`config.mk`:
```
export PLATFORM = sky130hd
export DESIGN_NAME = fma_bypass_ctrl
export DESIGN_NICKNAME = d
export VERILOG_FILES = /design/src/rtl/fma_ctrl_pkg.sv /design/src/rtl/fma_src_hazard.sv /design/src/rtl/fma_bypass_ctrl.sv
export SDC_FILE = /design/constraint.sdc
export NUM_CORES = 1
export LEC_CHECK = 0
export BUFFER_PORTS_ARGS = -buffer_cell sky130_fd_sc_hd__buf_2
export CAP_MARGIN = 10
export CORE_MARGIN = 4
export CORE_UTILIZATION = 51
export CTS_CLUSTER_SIZE = 40
export DETAILED_ROUTE_END_ITERATION = 8
export PLACE_DENSITY = 0.79
export RECOVER_POWER = 100
export SETUP_SLACK_MARGIN = 0.1
export SYNTH_ARGS = -nofsm -noshare
export SYNTH_HDL_FRONTEND = slang
export SYNTH_SLANG_ARGS = --single-unit
export TNS_END_PERCENT = 50
```
`constraint.sdc`:
```
create_clock -name clk -period 4.1 [get_ports clk]
set_clock_uncertainty 0.15 [all_clocks]
set_input_delay 0.615 -clock clk [delete_from_list [all_inputs] [get_ports clk]]
set_output_delay 0.615 -clock clk [all_outputs]
set_load 0.1 [all_outputs]
```
`src/rtl/fma_ctrl_pkg.sv`:
```
// Shared sizing and scoreboard-entry type for the FMAC issue/bypass controller.
package fma_ctrl_pkg;

   localparam int unsigned REGW          = 5;
   localparam int unsigned LAT_DEF       = 4;
   localparam int unsigned BYP_STAGE_DEF = 3;

   // Bit positions inside the two-bit bypass select.
   localparam int unsigned SEL_X = 0;
   localparam int unsigned SEL_Z = 1;

   typedef struct packed {
      logic            valid;
      logic [REGW-1:0] rd;
   } sb_entry_t;

endpackage

```
`src/rtl/fma_src_hazard.sv`:
```
// Youngest-match hazard search for one source operand against stages 1..LAT-1.
module fma_src_hazard
   import fma_ctrl_pkg::*;
#(
   parameter int unsigned LAT       = LAT_DEF,
   parameter int unsigned BYP_STAGE = BYP_STAGE_DEF
) (
   input  logic                en,
   input  logic                byp_ok,
   input  logic [REGW-1:0]     src,
   input  sb_entry_t [LAT-2:0] sb,
   output logic                hazard_c,
   output logic                byp_c
);

   localparam int unsigned IW = $clog2(LAT - 1);

   logic found;

   // The consumer reads one cycle after issue, when the producer in stage s sits in s+1.
   always_comb begin
      hazard_c = 1'b0;
      byp_c    = 1'b0;
      found    = 1'b0;
      for (int unsigned s = 1; s < LAT; s++) begin
         if (!found && en && sb[IW'(s - 1)].valid && (sb[IW'(s - 1)].rd == src)) begin
            found = 1'b1;
            if (s + 1 == BYP_STAGE) begin
               byp_c    = byp_ok;
               hazard_c = !byp_ok;
            end else if (s + 1 != LAT) begin
               hazard_c = 1'b1;
            end
         end
      end
   end

endmodule

```
`src/rtl/fma_bypass_ctrl.sv`:
```
// FMAC issue/hazard controller: scoreboard shift register, bypass selects and
// register-file write-back control.
module fma_bypass_ctrl
   import fma_ctrl_pkg::*;
#(
   parameter int unsigned LAT       = LAT_DEF,
   parameter int unsigned BYP_STAGE = BYP_STAGE_DEF
) (
   input  logic            clk,
   input  logic            reset_n,
   input  logic            issue_valid,
   output logic            issue_ready,
   input  logic [REGW-1:0] issue_xa,
   input  logic [REGW-1:0] issue_ya,
   input  logic [REGW-1:0] issue_za,
   input  logic [2:0]      issue_src_v,
   input  logic [REGW-1:0] issue_rd,
   output logic [1:0]      bypsel,
   output logic            ex_valid,
   output logic [LAT-1:0]  stage_valid,
   output logic            rf_we,
   output logic [REGW-1:0] rf_waddr
);

   sb_entry_t [LAT-2:0] sb;   // stages 1..LAT-1; stage LAT lives in wb_valid/rf_waddr
   sb_entry_t           entry_in;
   logic                wb_valid;
   logic                haz_x, haz_y, haz_z;
   logic                byp_x, byp_z;
   logic                unused_byp_y;

   fma_src_hazard #(.LAT(LAT), .BYP_STAGE(BYP_STAGE)) u_haz_x (
      .en(issue_src_v[0]), .byp_ok(1'b1), .src(issue_xa), .sb(sb),
      .hazard_c(haz_x), .byp_c(byp_x)
   );

   // Y has no bypass path: any bypass-stage match stalls.
   fma_src_hazard #(.LAT(LAT), .BYP_STAGE(BYP_STAGE)) u_haz_y (
      .en(issue_src_v[1]), .byp_ok(1'b0), .src(issue_ya), .sb(sb),
      .hazard_c(haz_y), .byp_c(unused_byp_y)
   );

   fma_src_hazard #(.LAT(LAT), .BYP_STAGE(BYP_STAGE)) u_haz_z (
      .en(issue_src_v[2]), .byp_ok(1'b1), .src(issue_za), .sb(sb),
      .hazard_c(haz_z), .byp_c(byp_z)
   );

   assign issue_ready    = reset_n & issue_valid & ~(haz_x | haz_y | haz_z);
   assign entry_in.valid = issue_ready;
   assign entry_in.rd    = issue_rd;

   always_ff @(posedge clk or negedge reset_n) begin
      if (!reset_n) begin
         sb       <= '0;
         wb_valid <= 1'b0;
         rf_waddr <= '0;
         bypsel   <= 2'b00;
      end else begin
         sb       <= {sb[LAT-3:0], entry_in};
         wb_valid <= sb[LAT-2].valid;
         if (sb[LAT-2].valid) begin
            rf_waddr <= sb[LAT-2].rd;
         end
         bypsel        <= 2'b00;
         if (issue_ready) begin
            bypsel[SEL_X] <= byp_x;
            bypsel[SEL_Z] <= byp_z;
         end
      end
   end

   for (genvar g = 0; g < LAT - 1; g++) begin : g_sv
      assign stage_valid[g] = sb[g].valid;
   end
   assign stage_valid[LAT-1] = wb_valid;

   assign ex_valid = sb[0].valid;
   assign rf_we    = wb_valid;

endmodule

```
==> key figures <==
Flow run
  • Max-cap viol count: 0

Clocking
  • Hold bufs inserted after CTS: 0
  • # clock sinks: 26
  • Root Buffer: clkbuf_4
  • Clock Latency Late Sink: 0.31 ns
  • Clock transition at path regs: 0.12 ns
  • Cts bufs inserted: 3
  • Number of buffers added for setup after CTS: 0
  • Post-CTS sizing: 0
  • H-tree depth: 1
  • CTS max path bufs: 2
  • Clock tree from TritonCTS: built

Placed design
  • Routability Congestion: 0.827
  • PortBufs: 39
  • Estimated wirelength of the detail-placed design: 1.65 mm
  • Placed Area: 1320 um^2
  • Placed Cells: 146
  • Setup WS pre-CTS: 1.51 ns

Synthesis
  • Post-synth cell types: 12
  • Post-synthesis cell count: 83
  • EDFF count, synth: 0
  • Yosys top cell by area: dfrtp_1
  • Ys Warns: 0
  • Sequential area share after synthesis: 58.6%
  • Top cells by instance count after synthesis: 26 x dfrtp_1, 22 x xnor2_1, 8 x xor2_1
  • FFs w/ async S/R, synth: 100%
  • Mapped Area: 1110 um^2
  • Post-synth top area share: 58.6%
  • Area contributors post-synth: dfrtp_1 59%, xnor2_1 17%, xor2_1 6.3%
  • Avg Cell Area, Syn: 13.4 um^2
  • Count leader, synth: dfrtp_1
  • Post-synth net total: 109
  • Ys flop type: dfrtp_1
  • #FFs+latches synth: 26

STA
  • Worst Max-Slew Pin Slew: 1.17 ns
  • Unrepaired setup endpoints after global routing: false
  • Fin crit period: 3.07 ns
  • Setup violations, final: 0
  • Final hold slack: 0.127 ns
  • Final period utilization: 74.8%
  • Final setup TNS: 0 ns
  • Final setup margin: 1.03 ns
  • Fmax: 326 MHz
  • Fin. Hold Viols: 0
  • Slew margin rel.: 22.5%
  • Slew Viols, Final: 0

Finish
  • Cell Count, Final, Fillers Out: 150
  • Fin nets: 150
  • Fraction of layout cells with a size suffix above 1: 28.5%
  • Diode count: 0
  • Multi-input gate area: 423 um^2
  • Cell area after layout: 1330 um^2
  • Util after Layout: 65.7%
  • Reg area: 651 um^2
  • Layout area overhead: 19.7%
  • Fillers: 179

Die
  • Initial Utilization: 54.9%
  • I/O Pins: 40
  • Die ar.: 2990 um^2
  • Core Region: 2020 um^2
  • Die width: 54.7 um
  • Die Ht: 54.7 um
  • Site Rows: 16

Detailed routing
  • Total Routed Length: 2.04 mm
  • DR vias: 746
  • Drt pass-1 iters: 4
  • Wire length per cell: 13.6 um
  • Vias per inst: 4.97
  • Iteration-0 DRC Markers: 5
  • Remaining antenna violation count: 0
  • DRC: 0

GRT
  • Initial antenna violation count: 0
  • Vias in the first global route: 753
  • First-pass GRT wire length: 3.27 mm
  • GR Overflow Total: 0
  • Tot GR Track Use: 15.9%
  • Pin count of the biggest net entering global routing: 28

Setup path
  • Critical Path Source: sb[4]$_DFF_PN0_
  • Startpoint types: flop
  • Critical path endpoint category: output pin
  • Setup Crit Path Kind: flop to output pin
  • Crit path DAT: 2.30 ns
  • Max FO, Critical Path: 4
  • Worst Path Required: 3.34 ns
  • Reg2Reg Launch Point: sb[10]$_DFF_PN0_

Pwr
  • Combinational Power Share: 27.5%
  • Total power: 567 uW
  • VDD IR max: 292 uV
  • Pint: 367 uW
  • Clock share of power: 21.4%
  • Power Density: 426 nW/um^2
  • Net Sw Frac: 35.3%
  • Psw: 200 uW
  • Sequential power share: 51.2%
  • Pleak: 0.565 nW

Run status
  • Outcome: complete, no violations

Worst hold path
  • Hold Path Class: input port to asynchronous set/reset pin
registers in the layout, summed over array words and instances, names as in the netlist:
register and count:
stage_valid 2, rf_we 1, bypsel 2, rf_waddr 5, sb 15, ex_valid 1
power groups by stage:
stage	clock network, mW	registers (mW)	logic (mW)
after CTS	0.127	0.290	0.161
after detailed placement	0	0.295	0.161
after global placement	0	0.294	0.159
final	0.121	0.290	0.156
after global routing	0.141	0.292	0.165
after floorplan	0	0.357	0.0594
cells by family (layout without fill, tap and decap cells):
kind of cell / after synthesis / after routing / synth area share, %
AO/OA/AOI/OAI: 2 / 2 / 1.13
XOR/XNOR: 30 / 30 / 23.7
buffers and inverters: 4 / 44 / 2.71
flip-flops: 26 / 26 / 58.6
multiplexers: 5 / 5 / 5.07
AND/OR/NAND/NOR: 16 / 16 / 8.79
layout by cell type (no fill, tap or decap):
master	n
dfrtp_1	26
buf_2	25
xnor2_1	22
clkbuf_1	14
xor2_1	8
nand4_1	6
mux2_2	5
nand3_1	4
nor4_1	4
clkbuf_4	3
o22ai_1	2
nand2_1	1
nor3_1	1
clkbuf_8	1
buf_4	1
critical path, cell delays in order (launching register included):
cell	delay (ns)
dfrtp_1	0.47
xnor2_1	0.16
nand4_1	0.11
o22ai_1	0.12
nor3_1	0.25
clkbuf_1	0.89
layout make-up:
cell class	count	area share [%]
clock buffers	4	2.73
multi-input cells	53	31.8
flip-flops and latches	26	49.0
well taps	27	2.54
repair buffers	40	13.9
worst paths after layout:
kind,slack (ns),endpoint,cells after the start
setup / recovery,1.03,issue_ready,5
hold / removal,0.13,sb[13]$_DFF_PN0_,2
setup reg to reg,2.46,bypsel[1]$_DFF_PN0_,4
hold reg to reg,0.34,rf_waddr[1]$_DFFE_PN0P_,1
max in group asynchronous,3.44,rf_waddr[2]$_DFFE_PN0P_,2
min in group clk,0.25,sb[1]$_DFF_PN0_,1
metal layers:
| layer | wire length (um) | GRT usage (%) | vias to the layer above | part of all wire, % |
|---|---|---|---|---|
| met5 | 0 | 0 | - | 0 |
| met4 | 34 | 8.71 | 0 | 1.7 |
| met3 | 102 | 2.45 | 4 | 5.0 |
| met2 | 1010 | 25.4 | 23 | 49 |
| met1 | 896 | 20.5 | 355 | 44 |
| li1 | - | - | 364 | - |
(Power assumes the default switching activity.)
